**src/rtl/imem_loader_if.sv**
```systemverilog
// rtl/imem_loader_if.sv - byte stream in and instruction memory write out for imem_loader
interface imem_loader_if #(
    parameter int ADDR_WIDTH = 8
);
    logic [7:0]            rx_data;
    logic                  rx_valid;
    logic                  rx_ready;
    logic                  imem_we;
    logic [ADDR_WIDTH-1:0] imem_addr;
    logic [31:0]           imem_wdata;

    // Environment side: supplies the byte stream, observes the memory writes
    modport master (
        output rx_data, rx_valid,
        input  rx_ready, imem_we, imem_addr, imem_wdata
    );

    // Loader side: consumes the byte stream, drives the memory writes
    modport slave (
        input  rx_data, rx_valid,
        output rx_ready, imem_we, imem_addr, imem_wdata
    );
endinterface

```
**src/rtl/imem_loader.sv**
```systemverilog
// rtl/imem_loader.sv - boot loader: framed bytes to big-endian imem words, CPU held in reset until loaded (optional CHECKSUM_EN)
module imem_loader #(
    parameter int ADDR_WIDTH = 8
) (
    input  logic          clk,
    input  logic          reset_n,
    input  logic          start,
    imem_loader_if.slave  bus,
    output logic          cpu_reset,
    output logic          busy,
    output logic          done,
    output logic          error
);

    typedef enum logic [2:0] {
        ST_IDLE,
        ST_LEN_HI,
        ST_LEN_LO,
        ST_DATA,
        ST_WRITE,
`ifdef CHECKSUM_EN
        ST_CHECK,
`endif
        ST_DONE,
        ST_ERR
    } state_t;

    // Largest legal word count: exactly fills the memory
    localparam logic [16:0] MAX_WORDS = 17'(1) << ADDR_WIDTH;

    state_t                state_q, state_d;
    logic [7:0]            len_hi_q, len_hi_d;
    logic [ADDR_WIDTH:0]   len_q, len_d;
    logic [ADDR_WIDTH:0]   widx_q, widx_d;
    logic [1:0]            bcnt_q, bcnt_d;
    logic [31:0]           asm_q, asm_d;
    logic                  we_q, we_d;
    logic [ADDR_WIDTH-1:0] addr_q, addr_d;
    logic [31:0]           wdata_q, wdata_d;
    logic                  rx_ready_q, rx_ready_d;
    logic                  busy_q, busy_d;
    logic                  done_q, done_d;
    logic                  error_q, error_d;
    logic                  cpu_reset_q, cpu_reset_d;
`ifdef CHECKSUM_EN
    logic [7:0]            csum_q, csum_d;
`endif

    logic                  xfer;
    logic [15:0]           len_full;
    logic [31:0]           word_next;
    logic [ADDR_WIDTH:0]   widx_inc;

    assign xfer      = bus.rx_valid && rx_ready_q;
    assign len_full  = {len_hi_q, bus.rx_data};
    assign word_next = {asm_q[23:0], bus.rx_data};
    assign widx_inc  = widx_q + 1'b1;

    // Next-state, datapath and registered-output decode
    always_comb begin
        state_d  = state_q;
        len_hi_d = len_hi_q;
        len_d    = len_q;
        widx_d   = widx_q;
        bcnt_d   = bcnt_q;
        asm_d    = asm_q;
        we_d     = 1'b0;
        addr_d   = addr_q;
        wdata_d  = wdata_q;
`ifdef CHECKSUM_EN
        csum_d   = csum_q;
`endif

        case (state_q)
            ST_IDLE, ST_DONE, ST_ERR: begin
                if (start) begin
                    state_d  = ST_LEN_HI;
                    len_hi_d = 8'h00;
                    len_d    = '0;
                    widx_d   = '0;
                    bcnt_d   = 2'd0;
                    asm_d    = 32'h0;
`ifdef CHECKSUM_EN
                    csum_d   = 8'h00;
`endif
                end
            end
            ST_LEN_HI: begin
                if (xfer) begin
                    len_hi_d = bus.rx_data;
                    state_d  = ST_LEN_LO;
                end
            end
            ST_LEN_LO: begin
                if (xfer) begin
                    if ({1'b0, len_full} > MAX_WORDS) begin
                        state_d = ST_ERR;
                    end else if (len_full == 16'h0000) begin
`ifdef CHECKSUM_EN
                        state_d = ST_CHECK;
`else
                        state_d = ST_DONE;
`endif
                    end else begin
                        len_d   = len_full[ADDR_WIDTH:0];
                        state_d = ST_DATA;
                    end
                end
            end
            ST_DATA: begin
                if (xfer) begin
                    asm_d  = word_next;
                    bcnt_d = bcnt_q + 2'd1;
`ifdef CHECKSUM_EN
                    csum_d = csum_q ^ bus.rx_data;
`endif
                    // Fourth byte completes a word; the write strobe follows next cycle
                    if (bcnt_q == 2'd3) begin
                        we_d    = 1'b1;
                        wdata_d = word_next;
                        addr_d  = widx_q[ADDR_WIDTH-1:0];
                        widx_d  = widx_inc;
                        if (widx_inc == len_q) begin
                            state_d = ST_WRITE;
                        end
                    end
                end
            end
            ST_WRITE: begin
`ifdef CHECKSUM_EN
                state_d = ST_CHECK;
`else
                state_d = ST_DONE;
`endif
            end
`ifdef CHECKSUM_EN
            ST_CHECK: begin
                if (xfer) begin
                    state_d = (bus.rx_data == csum_q) ? ST_DONE : ST_ERR;
                end
            end
`endif
            default: state_d = ST_IDLE;
        endcase

        // Status outputs are registered functions of the state being entered
        rx_ready_d  = (state_d == ST_LEN_HI) || (state_d == ST_LEN_LO) ||
`ifdef CHECKSUM_EN
                      (state_d == ST_CHECK) ||
`endif
                      (state_d == ST_DATA);
        busy_d      = (state_d == ST_LEN_HI) || (state_d == ST_LEN_LO) ||
`ifdef CHECKSUM_EN
                      (state_d == ST_CHECK) ||
`endif
                      (state_d == ST_DATA) || (state_d == ST_WRITE);
        done_d      = (state_d == ST_DONE);
        error_d     = (state_d == ST_ERR);
        cpu_reset_d = (state_d != ST_DONE);
    end

    // State and datapath registers; reset leaves the CPU held
    always_ff @(posedge clk or negedge reset_n) begin
        if (!reset_n) begin
            state_q     <= ST_IDLE;
            len_hi_q    <= 8'h00;
            len_q       <= '0;
            widx_q      <= '0;
            bcnt_q      <= 2'd0;
            asm_q       <= 32'h0;
            we_q        <= 1'b0;
            addr_q      <= '0;
            wdata_q     <= 32'h0;
            rx_ready_q  <= 1'b0;
            busy_q      <= 1'b0;
            done_q      <= 1'b0;
            error_q     <= 1'b0;
            cpu_reset_q <= 1'b1;
`ifdef CHECKSUM_EN
            csum_q      <= 8'h00;
`endif
        end else begin
            state_q     <= state_d;
            len_hi_q    <= len_hi_d;
            len_q       <= len_d;
            widx_q      <= widx_d;
            bcnt_q      <= bcnt_d;
            asm_q       <= asm_d;
            we_q        <= we_d;
            addr_q      <= addr_d;
            wdata_q     <= wdata_d;
            rx_ready_q  <= rx_ready_d;
            busy_q      <= busy_d;
            done_q      <= done_d;
            error_q     <= error_d;
            cpu_reset_q <= cpu_reset_d;
`ifdef CHECKSUM_EN
            csum_q      <= csum_d;
`endif
        end
    end

    assign bus.rx_ready   = rx_ready_q;
    assign bus.imem_we    = we_q;
    assign bus.imem_addr  = addr_q;
    assign bus.imem_wdata = wdata_q;
    assign cpu_reset      = cpu_reset_q;
    assign busy           = busy_q;
    assign done           = done_q;
    assign error          = error_q;

endmodule

```
**src/flat_wrapper.sv**
```systemverilog
// flat-port wrapper written by rule: the top's interface ports become plain ports
module imem_loader_flat 
#(
    parameter int ADDR_WIDTH = 8
)
  (clk, reset_n, start, cpu_reset, busy, done, error, bus_rx_data, bus_rx_valid, bus_rx_ready, bus_imem_we, bus_imem_addr, bus_imem_wdata);
  imem_loader_if #(.ADDR_WIDTH(ADDR_WIDTH)) bus_i ();
  input  logic clk;
  input  logic reset_n;
  input  logic start;
  output logic cpu_reset;
  output logic busy;
  output logic done;
  output logic error;
  input wire logic [$bits(bus_i.rx_data)-1:0] bus_rx_data;
  input wire logic [$bits(bus_i.rx_valid)-1:0] bus_rx_valid;
  output wire logic [$bits(bus_i.rx_ready)-1:0] bus_rx_ready;
  output wire logic [$bits(bus_i.imem_we)-1:0] bus_imem_we;
  output wire logic [$bits(bus_i.imem_addr)-1:0] bus_imem_addr;
  output wire logic [$bits(bus_i.imem_wdata)-1:0] bus_imem_wdata;
  assign bus_i.rx_data = bus_rx_data;
  assign bus_i.rx_valid = bus_rx_valid;
  assign bus_rx_ready = bus_i.rx_ready;
  assign bus_imem_we = bus_i.imem_we;
  assign bus_imem_addr = bus_i.imem_addr;
  assign bus_imem_wdata = bus_i.imem_wdata;
  imem_loader #(.ADDR_WIDTH(ADDR_WIDTH)) u_core (.clk(clk), .reset_n(reset_n), .start(start), .bus(bus_i), .cpu_reset(cpu_reset), .busy(busy), .done(done), .error(error));
endmodule
```
**config.mk**
```make
export PLATFORM = sky130hd
export DESIGN_NAME = imem_loader_flat
export DESIGN_NICKNAME = d
export VERILOG_FILES = /design/src/rtl/imem_loader_if.sv /design/src/rtl/imem_loader.sv /design/src/flat_wrapper.sv
export SDC_FILE = /design/constraint.sdc
export NUM_CORES = 1
export LEC_CHECK = 0
export CORE_MARGIN = 5
export CORE_UTILIZATION = 49
export CTS_BUF_LIST = sky130_fd_sc_hd__clkbuf_8
export DETAILED_ROUTE_END_ITERATION = 10
export PLACE_DENSITY = 0.7
export SLEW_MARGIN = 10
export SYNTH_ARGS = -nofsm -noshare
export SYNTH_HDL_FRONTEND = slang
export SYNTH_SLANG_ARGS = --single-unit
```
**constraint.sdc**
```tcl
create_clock -name clk -period 7.1 [get_ports clk]
set_clock_uncertainty 0.2 [all_clocks]
set_input_delay 1.775 -clock clk [delete_from_list [all_inputs] [get_ports clk]]
set_output_delay 1.775 -clock clk [all_outputs]
set_load 0.05 [all_outputs]
```
Word-level counts from Yosys, hierarchy flattened --
Index checks and enable logic that the tools add are counted.
Word-level totals: bits in registers 101, input bits 12, output and inout port bits 46, word-level logic and storage cells 83
Cells by class: add/subtract/negate cells 2, order comparisons 1, equal/unequal tests 22, mux-type cells 29, reduce and logical (&&, ||, !) cells 15
Operator list (number):
- 9-bit 2-to-1 mux | 6
- 24-bit 2-to-1 mux | 2
- 24-bit case mux with 2 select lines | 1
- 9-bit case mux with 2 select lines | 2
- 3-bit 2-to-1 mux | 8
- 3-bit == test (second input constant) | 6
- 16-bit by 9-bit greater-than comparator with 1-bit output (second input constant) | 1
- 16-bit logical NOT | 1
- 8-bit 2-to-1 mux | 2
- 8-bit case mux with 2 select lines | 1
- 3-bit case mux with 5 select lines | 1
- 3-bit by 2-bit == test with 1-bit output (second input constant) | 4
- 9-bit by 1-bit adder with 9-bit output (second input constant) | 1
- 9-bit == test | 1
- 3-bit AND reduction | 3
- 2-bit by 1-bit inequality test with 1-bit output (second input constant) | 4
- 3-bit by 1-bit == test with 1-bit output (second input constant) | 2
- 2-bit inequality test (second input constant) | 3
- 2-bit nonzero test | 3
- 5-bit AND reduction | 1
- 2-bit 2-to-1 mux | 2
- 2-bit case mux with 2 select lines | 1
- 4-bit AND reduction | 1
- 3-bit logical NOT | 1
- 7 further kinds | 11

Depth between registers and ports, before layout --
Gate-level depths: netlist of run 1.
depth in word-level cells 10, depth in mapped cells 9

Least setup slack after synthesis of run 1 --
Ideal clock, no wire load.
path type input to register, start point input bus_rx_data[1], end point register u_core.len_q[0], library setup time 0.129 ns, data arrival time 2.884 ns, path slack 3.886 ns, cell stages on the path 6, buffers on the path 1, cells stage by stage nor4_2 a21oi_1 nor3b_1 a21boi_1 buf_2 mux2i_1
On the way: cells in the longest elaborated chain, start to end 3
Ends and longest elaborated chain:
- start: declaration | line flat_wrapper.sv:15 | input wire logic [$bits(bus_i.rx_data)-1:0] bus_rx_data;
- 16-bit by 9-bit greater-than comparator with 1-bit output or 16-bit logical NOT (tied branches) | line imem_loader.sv:96, imem_loader.sv:98
- 2-bit inequality test (no line)
- 5-bit AND reduction (no line) (*)
- end signal: assignment | line imem_loader.sv:185 | len_q <= len_d;
- end: declaration | line imem_loader.sv:33 | logic [ADDR_WIDTH:0] len_q, len_d;
Every way passes the cells marked *; elsewhere a longest branch is shown, timed or not. A chain may end at the register's enable or synchronous reset.

Worst setup path after layout of run 1 --
Ends and elaborated chain as after synthesis.

==> summary.txt, run 1 <==
WORST SETUP PATH
--------------------------------------------------------------------------------------
First element of the critical path                                        bus_rx_data[1]
Reg2Reg Depth                                                                        5
Crit path DAT                                                                  4.04 ns
Endpoint required time on the critical path                                    7.19 ns
Register-to-register setup slack                                               4.49 ns
Classification of the worst setup path                                    input port to flop
Dominant delay contributor by cell family on the critical path            compound AO/OA/AOI/OAI gates
Crit path largest cell delay                                                   0.80 ns
Critical register-to-register path endpoint                               u_core.len_q[0]
Worst Setup End Kind                                                              flop
Cell Chain, Critical Path                                                 clkdlybuf4s50_1 -> nor4_2 -> nand3_1 -> nor3b_1 -> a21boi_1 -> mux2i_1
Buf+Inv Stages, Crit Path                                                            1
CP Max Fanout                                                                        9
Worst R2R Start                                                           u_core.state_q[2]
Library cell contributing the largest single delay on the critical path   sky130_fd_sc_hd__a21boi_1
CP Launch Type                                                              input port

CLOCKING
--------------------------------------------------------------------------------------
Root Driver                                                               sky130_fd_sc_hd__clkbuf_8
Quantity of gates resized following cts                                              0
Setup repair bufs after CTS                                                          0
Clock tree from TritonCTS                                                        built
CTS H-Tree Depth                                                                     3
Number of clock buffers inserted by TritonCTS                                        9
Register clock-pin slew on the reported worst setup and hold paths             0.10 ns
# hold bufs at CTS                                                                   0
Later-pin clock latency in the skew report                                     0.38 ns
Clock buffer depth                                                                   2
Clock net sink count                                                               101

STA
--------------------------------------------------------------------------------------
Total setup violations reported at the end of the flow                               0
Worst-Margin Slew                                                             1.039 ns
Setup repair after global routing missed its margin                              false
Final hold viol count                                                                0
Sum of negative setup slack                                                       0 ns
Post-Route Hold Slack                                                        0.2821 ns
Slew HR                                                                         30.58%
Fmax                                                                         253.1 MHz
Final critical delay including setup and external delays                      3.950 ns
Ratio of final minimum period to clock period                                   55.64%
Final number of max-transition violations                                            0

FLOORPLAN
--------------------------------------------------------------------------------------
Core Footprint                                                                9196 um2
DIE AREA                                                                    11,380 um2
Horizontal die dimension                                                      106.7 um
Rows                                                                                35
IO Count                                                                            58
Initial cell density of the core                                                49.78%
Die span in y                                                                 106.7 um

POWER AND IR DROP
--------------------------------------------------------------------------------------
Peak supply drop                                                             0.1486 mV
Power Dens Cells                                                          305.3 nW/um2
Lkg Pwr                                                                       2.546 nW

GLOBAL ROUTING
--------------------------------------------------------------------------------------
Number of antenna violations at the first check in global routing                    0
First-pass GRT wire length                                                    17.08 mm
Maximum number of pins on one net before global-route repair                        53
Vias in the first global route                                                   3,492
Total global-route track usage                                                  18.76%
Congestion Overflow GR                                                               0

CELLS AND AREA
--------------------------------------------------------------------------------------
Share of cells above drive strength 1                                           6.071%
Multi-input combinational cell area                                           1883 um2
Area growth from synthesis to final layout                                      17.98%
Final core utilization                                                          58.73%
Filler Cells Inserted                                                              842
Storage element area                                                          2529 um2
Antenna Cells                                                                        0
Design area                                                                   5401 um2
Post-route insts no fill                                                           671
Net total in the final layout                                                      569

PLACE
--------------------------------------------------------------------------------------
Cells after DPL                                                                    655
Area of placed instances                                                      5192 um2
Final HPWL DP                                                                 6.915 mm
RePlAce Congestion                                                              0.9162
Number of port buffers                                                              57

SYNTHESIS
--------------------------------------------------------------------------------------
Ys flop type                                                              sky130_fd_sc_hd__dfrtp_1
Number of nets produced by synthesis                                               528
Total of flip-flops plus latches after synthesis                                   101
Gate count after technology mapping                                                514
Share of flip-flops with an asynchronous set or reset after synthesis           100.0%
Synth area leader                                                         sky130_fd_sc_hd__dfrtp_1
Cell variety after synth                                                            51
Sequential fraction of the synthesis area                                       55.23%
Area share of the largest cell type after synthesis                             54.66%
Number of synthesized flops with an enable pin                                       0
Mapped Area                                                                   4578 um2
Top cells by area, synth                                                  sky130_fd_sc_hd__dfrtp_1 (55%), sky130_fd_sc_hd__nand2_1 (17%), sky130_fd_sc_hd__o21ai_0 (5.6%)
Number of warnings reported in the yosys synthesis log                               0
Mapped Avg Cell Area                                                         8.907 um2

WORST HOLD PATH
--------------------------------------------------------------------------------------
Worst hold start                                                          u_core.bus.imem_addr[1]
Class of the tightest hold or removal check                               flop to flop
Endpoint, Worst Hold                                                      u_core.bus.imem_addr[1]
Cell depth of the worst min-delay path                                               2

ROUTE
--------------------------------------------------------------------------------------
Antenna Nets Post-Route                                                              0
Drt first-iter violations                                                          189
Via-per-instance ratio                                                           5.322
Number of detailed-routing iterations run before antenna repair                      5
Final routed wirelength across all metal layers                               9.887 mm
Residual DRC count                                                                   0
DR vias                                                                          3,571
Routed length per instance                                                    14.73 um

RUN STATUS
--------------------------------------------------------------------------------------
Outcome                                                                   complete, no violations

RUN
--------------------------------------------------------------------------------------
# Max-Cap Violations                                                                 0

==> flip-flops by register name (all words and copies together), names as in the netlist <==
signal,cells
u_core.error,1
u_core.widx_q,9
u_core.len_q,9
u_core.done,1
u_core.len_hi_q,8
u_core.cpu_reset,1
u_core.bus.imem_wdata,32
u_core.busy,1
u_core.state_q,3
u_core.bus.imem_we,1
u_core.bcnt_q,2
u_core.bus.rx_ready,1
u_core.asm_q,24
u_core.bus.imem_addr,8
==> kinds of logic after synthesis <==
kind of cell	Yosys count	synth area share [%]
AND/OR/NAND/NOR	259	23.94
flip-flops	101	55.23
AO/OA/AOI/OAI	88	12.05
buffers and inverters	44	4.099
XOR/XNOR	10	1.913
multiplexers	10	2.214
adder cells (fa/ha/maj)	2	0.5465
==> stage by stage <==
step | setup WS (ns) | power (mW)
3_5_place_dp | 2.785 | 1.297
5_1_grt | 3.006 | 1.762
6_report | 3.150 | 1.649
3_3_place_gp | 2.874 | 1.281
4_1_cts | 3.171 | 1.657
2_1_floorplan | 3.886 | 1.143
==> worst max path at each step <==
stage	slack [ns]	to	cells after the start
detailed placement	2.78	u_core.len_q[0]	6
finish	3.15	u_core.len_q[0]	6
floorplan	3.89	u_core.len_q[0]	6
global route	3.01	u_core.len_q[0]	6
global placement	2.87	u_core.len_q[3]	6
CTS	3.17	u_core.len_q[0]	6
==> synthesized netlist by cell type (2+ instances only) <==
master,n
sky130_fd_sc_hd__and3_1,2
sky130_fd_sc_hd__xnor2_1,4
sky130_fd_sc_hd__clkbuf_1,15
sky130_fd_sc_hd__a21boi_0,2
sky130_fd_sc_hd__a21oi_1,9
sky130_fd_sc_hd__nor3b_1,3
sky130_fd_sc_hd__nor2b_1,3
sky130_fd_sc_hd__a211oi_1,4
sky130_fd_sc_hd__nor4_2,2
sky130_fd_sc_hd__nor2_1,9
sky130_fd_sc_hd__xor2_1,6
sky130_fd_sc_hd__nand3b_1,3
sky130_fd_sc_hd__inv_1,13
sky130_fd_sc_hd__o211ai_1,2
sky130_fd_sc_hd__dfrtp_1,100
sky130_fd_sc_hd__and4_1,2
sky130_fd_sc_hd__nor4_1,2
sky130_fd_sc_hd__a31oi_1,2
sky130_fd_sc_hd__or2_1,2
sky130_fd_sc_hd__nand3_1,8
sky130_fd_sc_hd__o31ai_1,3
sky130_fd_sc_hd__buf_2,15
sky130_fd_sc_hd__o41ai_1,2
sky130_fd_sc_hd__mux2i_1,9
sky130_fd_sc_hd__ha_1,2
sky130_fd_sc_hd__nor3_1,6
sky130_fd_sc_hd__o21ai_0,51
sky130_fd_sc_hd__or3_1,2
sky130_fd_sc_hd__nand2_1,209
==> worst register-to-register path: stages, from the launching register on <==
cell	delay (ns)
sky130_fd_sc_hd__dfrtp_1	0.57
sky130_fd_sc_hd__xor2_1	0.18
sky130_fd_sc_hd__o21ai_0	0.27
sky130_fd_sc_hd__nand2_1	0.20
sky130_fd_sc_hd__a21boi_1	0.85
sky130_fd_sc_hd__mux2i_1	0.28
==> power breakdown <==
part | switching, mW | internal, mW | total [mW]
Sequential | 0.0875 | 0.667 | 0.755
Clock | 0.220 | 0.139 | 0.359
Combinational | 0.355 | 0.180 | 0.535
==> cell usage in the layout (no fill, tap or decap), types with 3 or more instances in the layout <==
cell type / instances
sky130_fd_sc_hd__mux2i_1: 9
sky130_fd_sc_hd__nor2_1: 9
sky130_fd_sc_hd__o21ai_0: 51
sky130_fd_sc_hd__nand2_1: 209
sky130_fd_sc_hd__xor2_1: 6
sky130_fd_sc_hd__nor2b_1: 3
sky130_fd_sc_hd__inv_1: 13
sky130_fd_sc_hd__xnor2_1: 4
sky130_fd_sc_hd__o31ai_1: 3
sky130_fd_sc_hd__clkdlybuf4s50_1: 56
sky130_fd_sc_hd__a21oi_1: 8
sky130_fd_sc_hd__dfrtp_1: 100
sky130_fd_sc_hd__a211oi_1: 4
sky130_fd_sc_hd__nand3_1: 8
sky130_fd_sc_hd__nand3b_1: 3
sky130_fd_sc_hd__nor3_1: 6
sky130_fd_sc_hd__clkbuf_8: 9
sky130_fd_sc_hd__buf_4: 5
sky130_fd_sc_hd__nor3b_2: 3
==> layer usage <==
| metal | wire length [um] | track usage, % | vias to the layer above |
|---|---|---|---|
| li1 | - | - | 1772 |
| met1 | 4799 | 26.76 | 1675 |
| met2 | 4448 | 28.55 | 110 |
| met3 | 428 | 3.191 | 14 |
| met4 | 210 | 7.489 | 0 |
| met5 | 0 | 0 | - |
==> cell type report <==
class	count	share of cell area, %
Clock buffer	9	2.293
Clock inverter	7	1.483
Tap cell	111	2.571
Multi-Input combinational cell	369	34.86
Inverter	13	0.9034
Timing Repair Buffer	61	11.07
Sequential cell	101	46.82
No activity file was read; power rests on OpenSTA's default activity.
==> run 2, diff against run 1 <==
--- a/config.mk
+++ b/config.mk
@@ -9,7 +9,7 @@
 export CORE_UTILIZATION = 49
 export CTS_BUF_LIST = sky130_fd_sc_hd__clkbuf_8
 export DETAILED_ROUTE_END_ITERATION = 10
-export PLACE_DENSITY = 0.7
+export PLACE_DENSITY = 0.73
 export SLEW_MARGIN = 10
 export SYNTH_ARGS = -nofsm -noshare
 export SYNTH_HDL_FRONTEND = slang
==> constraint.sdc (replaced) <==
create_clock -name clk -period 3.58 [get_ports clk]
set_clock_uncertainty 0.2 [all_clocks]
set_input_delay 0.895 -clock clk [delete_from_list [all_inputs] [get_ports clk]]
set_output_delay 0.895 -clock clk [all_outputs]
set_load 0.05 [all_outputs]
==> run 2 against run 1 <==
Via count grew 1.6%. Critical endpoint is now u_core.len_q[4]. Critical path type unchanged. Highest routed layer unchanged. Critical path depth is the same. Sequential power grew 99%. Non-clock buffer count grew 5. Final cell count grew 0.75%. Routed wire length grew 2.3%. Largest cell class unchanged. Worst setup slack lost 2.6 ns. Total power grew 98%. Largest power group unchanged.
==> summary.txt, run 2 (same netlist as run 1, synthesis figures left out) <==
WORST SETUP PATH
---------------------------------------------------------------------------------
Endpoint required time on the critical path                               3.66 ns   -3.53 ns
Classification of the worst setup path                               input port to flop
Worst Setup End Kind                                                         flop
Reg2Reg Depth                                                                   5   unchanged
Critical register-to-register path endpoint                          u_core.bus.rx_ready
Worst R2R Start                                                      u_core.widx_q[0]
CP Launch Type                                                         input port
CP Max Fanout                                                                   9   unchanged
Register-to-register setup slack                                          1.04 ns   -3.45 ns
Crit path DAT                                                             3.16 ns   -0.88 ns

ROUTE
---------------------------------------------------------------------------------
Residual DRC count                                                              0   unchanged
Via-per-instance ratio                                                      5.365   +0.82%
Antenna Nets Post-Route                                                         0   unchanged
Routed length per instance                                               14.96 um   +1.5%
Final routed wirelength across all metal layers                          10.11 mm   +2.3%
Drt first-iter violations                                                     211   +12%
DR vias                                                                     3,627   +1.6%
Number of detailed-routing iterations run before antenna repair                 5   unchanged

CLOCKING
---------------------------------------------------------------------------------
CTS H-Tree Depth                                                                3   unchanged
Root Driver                                                          sky130_fd_sc_hd__clkbuf_8
Setup repair bufs after CTS                                                     0   unchanged
Clock tree from TritonCTS                                                   built
Number of clock buffers inserted by TritonCTS                                   9   unchanged
Clock net sink count                                                          101   unchanged
Quantity of gates resized following cts                                         0   unchanged
Register clock-pin slew on the reported worst setup and hold paths        0.10 ns   about the same
Clock buffer depth                                                              2   unchanged
# hold bufs at CTS                                                              0   unchanged
Later-pin clock latency in the skew report                                0.36 ns   -0.02 ns

POWER AND IR DROP
---------------------------------------------------------------------------------
Peak supply drop                                                        0.4049 mV   +170%
Switching power                                                          1.302 mW   +97%
Share of total power in the clock network                                   21.2%   -0.6 points
Combinational cell fraction of total power                                  32.9%   +0.5 points
Lkg Pwr                                                                  2.560 nW   +0.53%
Part of the total power dissipated in sequential elements                   45.9%   about the same
Post-route total power                                                   3.267 mW   +98%
Switching power share of the total                                         39.86%   -0.30 points
Internal power summed over all cells                                     1.965 mW   +99%
Power Dens Cells                                                     603.0 nW/um2   +98%

CELLS AND AREA
---------------------------------------------------------------------------------
Most frequent cells in the layout                                    sky130_fd_sc_hd__nand2_1 (209), sky130_fd_sc_hd__dfrtp_1 (100), sky130_fd_sc_hd__clkdlybuf4s50_1 (56), sky130_fd_sc_hd__o21ai_0 (51), sky130_fd_sc_hd__inv_1 (13)
Design area                                                              5418 um2   +0.30%
Most common cell after layout, fill and taps aside                   sky130_fd_sc_hd__nand2_1
Antenna Cells                                                                   0   unchanged
Area growth from synthesis to final layout                                 18.34%
Share of cells above drive strength 1                                      6.726%   +0.65 points
Largest register FFs                                                           32   unchanged
Net total in the final layout                                                 574   +0.88%

FLOORPLAN
---------------------------------------------------------------------------------
IO Count                                                                       58   unchanged
Initial cell density of the core                                           49.78%   unchanged
Die span in y                                                            106.7 um   unchanged
Rows                                                                           35   unchanged
DIE AREA                                                               11,380 um2   unchanged
Horizontal die dimension                                                 106.7 um   unchanged
Core Footprint                                                           9196 um2   unchanged

STA
---------------------------------------------------------------------------------
Total setup violations reported at the end of the flow                          0   unchanged
Sum of negative setup slack                                                  0 ns   unchanged
Ratio of final minimum period to clock period                              85.99%
Final critical delay including setup and external delays                 3.079 ns
Final number of max-transition violations                                       0   unchanged
Worst-Margin Slew                                                        1.017 ns   -0.02156 ns
Post-route setup slack                                                  0.5015 ns   -2.648 ns
Setup repair after global routing missed its margin                         false
Slew HR                                                                    32.03%   +1.4 points
Final hold viol count                                                           0   unchanged
Fmax                                                                    324.8 MHz

WORST HOLD PATH
---------------------------------------------------------------------------------
Cell depth of the worst min-delay path                                          2   unchanged
Endpoint, Worst Hold                                                 u_core.bus.imem_wdata[30]
Class of the tightest hold or removal check                          flop to flop
Worst hold start                                                     u_core.asm_q[22]

GLOBAL ROUTING
---------------------------------------------------------------------------------
Maximum number of pins on one net before global-route repair                   64   +21%
Number of antenna violations at the first check in global routing               0   unchanged
Vias in the first global route                                              3,386   -3.0%
First-pass GRT wire length                                               17.09 mm   about the same
Total global-route track usage                                             18.72%   -0.036 points
Congestion Overflow GR                                                          0   unchanged

PLACE
---------------------------------------------------------------------------------
Worst slack at placement                                                0.1291 ns   -2.656 ns
Area of placed instances                                                 5230 um2   +0.72%
RePlAce Congestion                                                         0.9133   -0.32%
Final HPWL DP                                                            7.176 mm   +3.8%
Number of port buffers                                                         57   unchanged

RUN STATUS
---------------------------------------------------------------------------------
Outcome                                                              complete, no violations

RUN
---------------------------------------------------------------------------------
# Max-Cap Violations                                                            0   unchanged

==> run 2: changes by cell type in the layout (fill, tap and decap cells not counted) <==
cell	before	now
sky130_fd_sc_hd__buf_4	5	10
sky130_fd_sc_hd__clkinv_4	2	1
sky130_fd_sc_hd__clkinv_8	2	0
sky130_fd_sc_hd__clkinvlp_4	1	2
sky130_fd_sc_hd__inv_6	0	2
sky130_fd_sc_hd__nor3b_1	1	2
sky130_fd_sc_hd__nor3b_2	3	2
==> run 2: per-stage QoR <==
| stage | util [%] | cells | hold WS, ns |
|---|---|---|---|
| after floorplan | - | 514 | 0.2386 |
| after global placement | 56.87 | 660 | 0.2492 |
| after detailed placement | 56.87 | 660 | 0.2575 |
| after CTS | 58.91 | 676 | 0.2843 |
| after global routing | 58.91 | 676 | 0.3038 |
| final | 58.91 | 676 | 0.2817 |
==> run 2: final cells by class <==
cell class	instances	area, um2
Fill cell	827	3779
Sequential cell	101	2529
Multi-Input combinational cell	369	1878
Timing Repair Buffer	66	635.6
Tap cell	111	138.9
Clock buffer	9	123.9
Clock inverter	7	63.81
Inverter	13	48.80
==> run 2: how the worst max path moves through the flow <==
stage,to,start
2_1_floorplan,u_core.len_q[0],bus_rx_data[1]
3_3_place_gp,u_core.len_q[3],bus_rx_data[1]
3_5_place_dp,u_core.len_q[4],bus_rx_data[1]
4_1_cts,u_core.len_q[4],bus_rx_data[1]
5_1_grt,u_core.len_q[1],bus_rx_data[5]
6_report,u_core.len_q[4],bus_rx_data[1]
==> run 2: power by group through the flow <==
stage	Combinational [mW]	Clock, mW	Sequential [mW]
CTS	1.08	0.712	1.50
finish	1.07	0.694	1.50
global placement	1.06	0	1.51
floorplan	0.723	0	1.54
detailed placement	1.07	0	1.52
global route	1.20	0.762	1.53
==> run 2: worst max-delay path, cell delays in order <==
cell                              delay (ns)
sky130_fd_sc_hd__clkdlybuf4s50_1        0.50
sky130_fd_sc_hd__nor4_2                 0.42
sky130_fd_sc_hd__nand3_1                0.12
sky130_fd_sc_hd__nor3b_1                0.17
sky130_fd_sc_hd__a21boi_1               0.77
sky130_fd_sc_hd__mux2i_1                0.28
==> run 2: layer usage <==
metal / part of all wire, % / wire length, um / global-route usage [%]
met1: 49 / 4924 / 27.37
met3: 3.9 / 390 / 2.589
met4: 1.3 / 135 / 5.936
met5: 0 / 0 / 0
met2: 46 / 4660 / 29.00
==> run 3, diff against run 2 <==
--- a/config.mk
+++ b/config.mk
@@ -6,10 +6,11 @@
 export NUM_CORES = 1
 export LEC_CHECK = 0
 export CORE_MARGIN = 5
-export CORE_UTILIZATION = 49
+export CORE_UTILIZATION = 50
 export CTS_BUF_LIST = sky130_fd_sc_hd__clkbuf_8
 export DETAILED_ROUTE_END_ITERATION = 10
-export PLACE_DENSITY = 0.73
+export PLACE_DENSITY = 0.74
+export SKIP_LAST_GASP = 1
 export SLEW_MARGIN = 10
 export SYNTH_ARGS = -nofsm -noshare
 export SYNTH_HDL_FRONTEND = slang
==> run 3 against run 2 <==
Worst setup slack lost 0.053 ns. Register-to-register slack lost 0.02 ns. Critical path depth is the same. Non-clock buffer count grew 2. Final cell count grew 0.30%. Largest power group unchanged. Combinational power is essentially flat.
==> summary.txt, run 3 (same netlist as run 1, synthesis figures left out) <==
RUN STATUS
---------------------------------------------------------------------------------
Outcome                                                              complete, no violations

POWER AND IR DROP
---------------------------------------------------------------------------------
Lkg Pwr                                                                  2.586 nW   +1.0%
Share of total power in the clock network                                   22.1%   +0.9 points
Switching power                                                          1.269 mW   -2.5%
Combinational cell fraction of total power                                  32.9%   about the same
Power Dens Cells                                                     607.5 nW/um2   +0.75%
Post-route total power                                                   3.316 mW   +1.5%
Part of the total power dissipated in sequential elements                   45.0%   -0.9 points
Switching power share of the total                                         38.27%   -1.6 points
Peak supply drop                                                        0.3949 mV   -2.5%
Internal power summed over all cells                                     2.047 mW   +4.2%

WORST SETUP PATH
---------------------------------------------------------------------------------
Worst Setup End Kind                                                         flop
Reg2Reg Depth                                                                   5   unchanged
CP Launch Type                                                         input port
Endpoint required time on the critical path                               3.66 ns   about the same
Crit path DAT                                                             3.21 ns   +0.05 ns
Register-to-register setup slack                                          1.02 ns   -0.02 ns
Classification of the worst setup path                               input port to flop
Endpoint of the worst setup timing path                              u_core.len_q[4]
First element of the critical path                                   bus_rx_data[1]
CP Max Fanout                                                                   9   unchanged
Critical register-to-register path endpoint                          u_core.len_q[4]
Worst R2R Start                                                      u_core.state_q[2]

GLOBAL ROUTING
---------------------------------------------------------------------------------
First-pass GRT wire length                                               17.22 mm   +0.77%
Maximum number of pins on one net before global-route repair                   52   -19%
Vias in the first global route                                              3,488   +3.0%
Number of antenna violations at the first check in global routing               0   unchanged
Global Route met2 Usage                                                    27.64%   -1.4 points
Total global-route track usage                                             19.10%   +0.38 points
Met1 Usage GRT                                                             28.54%   +1.2 points
Most Crowded Layer GR                                                        met1
Congestion Overflow GR                                                          0   unchanged
GR met3 Demand/Resource                                                    4.470%   +1.9 points

WORST HOLD PATH
---------------------------------------------------------------------------------
Class of the tightest hold or removal check                          flop to flop

CELLS AND AREA
---------------------------------------------------------------------------------
Antenna Cells                                                                   0   unchanged
Filler Cells Inserted                                                         803   -2.9%
Net total in the final layout                                                 576   +0.35%
Final core utilization                                                     60.22%   +1.3 points
Share of cells above drive strength 1                                      6.878%   +0.15 points
Post-route insts no fill                                                      678   +0.30%
Area growth from synthesis to final layout                                 19.24%
Most common cell after layout, fill and taps aside                   sky130_fd_sc_hd__nand2_1
Largest register FFs                                                           32   unchanged
Most frequent cells in the layout                                    sky130_fd_sc_hd__nand2_1 (209), sky130_fd_sc_hd__dfrtp_1 (100), sky130_fd_sc_hd__clkdlybuf4s50_1 (56), sky130_fd_sc_hd__o21ai_0 (51), sky130_fd_sc_hd__inv_1 (14)

ROUTE
---------------------------------------------------------------------------------
Via-per-instance ratio                                                      5.376   +0.20%
Antenna Nets Post-Route                                                         0   unchanged
DR vias                                                                     3,645   +0.50%
Residual DRC count                                                              0   unchanged
Routed length per instance                                               14.86 um   -0.64%
Final routed wirelength across all metal layers                          10.08 mm   -0.35%
Drt first-iter violations                                                     235   +11%
Number of detailed-routing iterations run before antenna repair                 5   unchanged

FLOORPLAN
---------------------------------------------------------------------------------
Rows                                                                           35   unchanged
Horizontal die dimension                                                 105.7 um   -0.91%
Die span in y                                                            105.7 um   -0.91%
Core Footprint                                                           9065 um2   -1.4%
IO Count                                                                       58   unchanged
Initial cell density of the core                                           50.50%   +0.72 points
DIE AREA                                                               11,170 um2   -1.8%

PLACE
---------------------------------------------------------------------------------
Cells after DPL                                                               662   +0.30%
Final HPWL DP                                                            7.188 mm   +0.17%
Number of port buffers                                                         57   unchanged
RePlAce Congestion                                                         0.9788   +7.2%

CLOCKING
---------------------------------------------------------------------------------
Clock tree from TritonCTS                                                   built
Clock buffer depth                                                              2   unchanged
Register clock-pin slew on the reported worst setup and hold paths        0.09 ns   about the same
Quantity of gates resized following cts                                         0   unchanged
# hold bufs at CTS                                                              0   unchanged
Setup repair bufs after CTS                                                     0   unchanged
Root Driver                                                          sky130_fd_sc_hd__clkbuf_8
Clock net sink count                                                          101   unchanged
Later-pin clock latency in the skew report                                0.36 ns   about the same
Number of clock buffers inserted by TritonCTS                                   9   unchanged
CTS H-Tree Depth                                                                3   unchanged

STA
---------------------------------------------------------------------------------
Post-Route Hold Slack                                                   0.2761 ns   -0.005667 ns
Ratio of final minimum period to clock period                              87.48%   +1.5 points
Slew HR                                                                    29.65%   -2.4 points
Final number of max-transition violations                                       0   unchanged
Total setup violations reported at the end of the flow                          0   unchanged
Final critical delay including setup and external delays                 3.132 ns   +0.05341 ns
Fmax                                                                    319.3 MHz   -1.7%
Worst-Margin Slew                                                        1.053 ns   +0.03558 ns
Sum of negative setup slack                                                  0 ns   unchanged
Setup repair after global routing missed its margin                         false
Final hold viol count                                                           0   unchanged

RUN
---------------------------------------------------------------------------------
# Max-Cap Violations                                                            0   unchanged

## run 3: cell type report
| class | instances | area, um2 | share of cell area [%] |
|---|---|---|---|
| flip-flops and latches | 101 | 2529 | 46.32 |
| multi-input cells | 369 | 1878 | 34.40 |
| repair buffers | 68 | 663.1 | 12.15 |
| well taps | 111 | 138.9 | 2.544 |
| clock buffers | 10 | 137.6 | 2.521 |
| clock inverters | 6 | 63.81 | 1.169 |
| inverters | 13 | 48.80 | 0.8939 |
## run 3: worst max-delay path: stages
cell,delay [ns]
sky130_fd_sc_hd__clkdlybuf4s50_1,0.49
sky130_fd_sc_hd__nor4_2,0.44
sky130_fd_sc_hd__nand3_1,0.13
sky130_fd_sc_hd__nor3b_1,0.17
sky130_fd_sc_hd__a21boi_1,0.80
sky130_fd_sc_hd__mux2i_1,0.28
## run 3: per-layer routing
layer,wire (um),part of all wire [%]
met2,4440,44
met4,242,2.4
met5,0,0
met1,4921,49
met3,471,4.7
## run 3: power by group through the flow
| stage | Clock [mW] | Sequential (mW) | Combinational (mW) |
|---|---|---|---|
| 2_1_floorplan | 0 | 1.54 | 0.723 |
| 3_3_place_gp | 0 | 1.51 | 1.07 |
| 3_5_place_dp | 0 | 1.51 | 1.09 |
| 4_1_cts | 0.745 | 1.49 | 1.09 |
| 5_1_grt | 0.799 | 1.52 | 1.21 |
| 6_report | 0.733 | 1.49 | 1.09 |
## run 3: how the worst min path moves through the flow
stage	startpoint	slack, ns	cells past startpoint	to
6_report	u_core.asm_q[22]	0.28	2	u_core.bus.imem_wdata[30]
5_1_grt	u_core.asm_q[17]	0.30	2	u_core.bus.imem_wdata[25]
4_1_cts	u_core.asm_q[17]	0.27	2	u_core.bus.imem_wdata[25]
3_5_place_dp	u_core.asm_q[17]	0.25	2	u_core.bus.imem_wdata[25]
3_3_place_gp	u_core.asm_q[19]	0.25	2	u_core.bus.imem_wdata[27]
2_1_floorplan	u_core.asm_q[16]	0.24	2	u_core.bus.imem_wdata[24]
## run 3: stage by stage
step,setup slack [ns],area [um2]
global placement,0.2110,5258
floorplan,1.246,4578
CTS,0.4435,5459
finish,0.4480,5459
detailed placement,0.06173,5258
global route,0.3102,5459
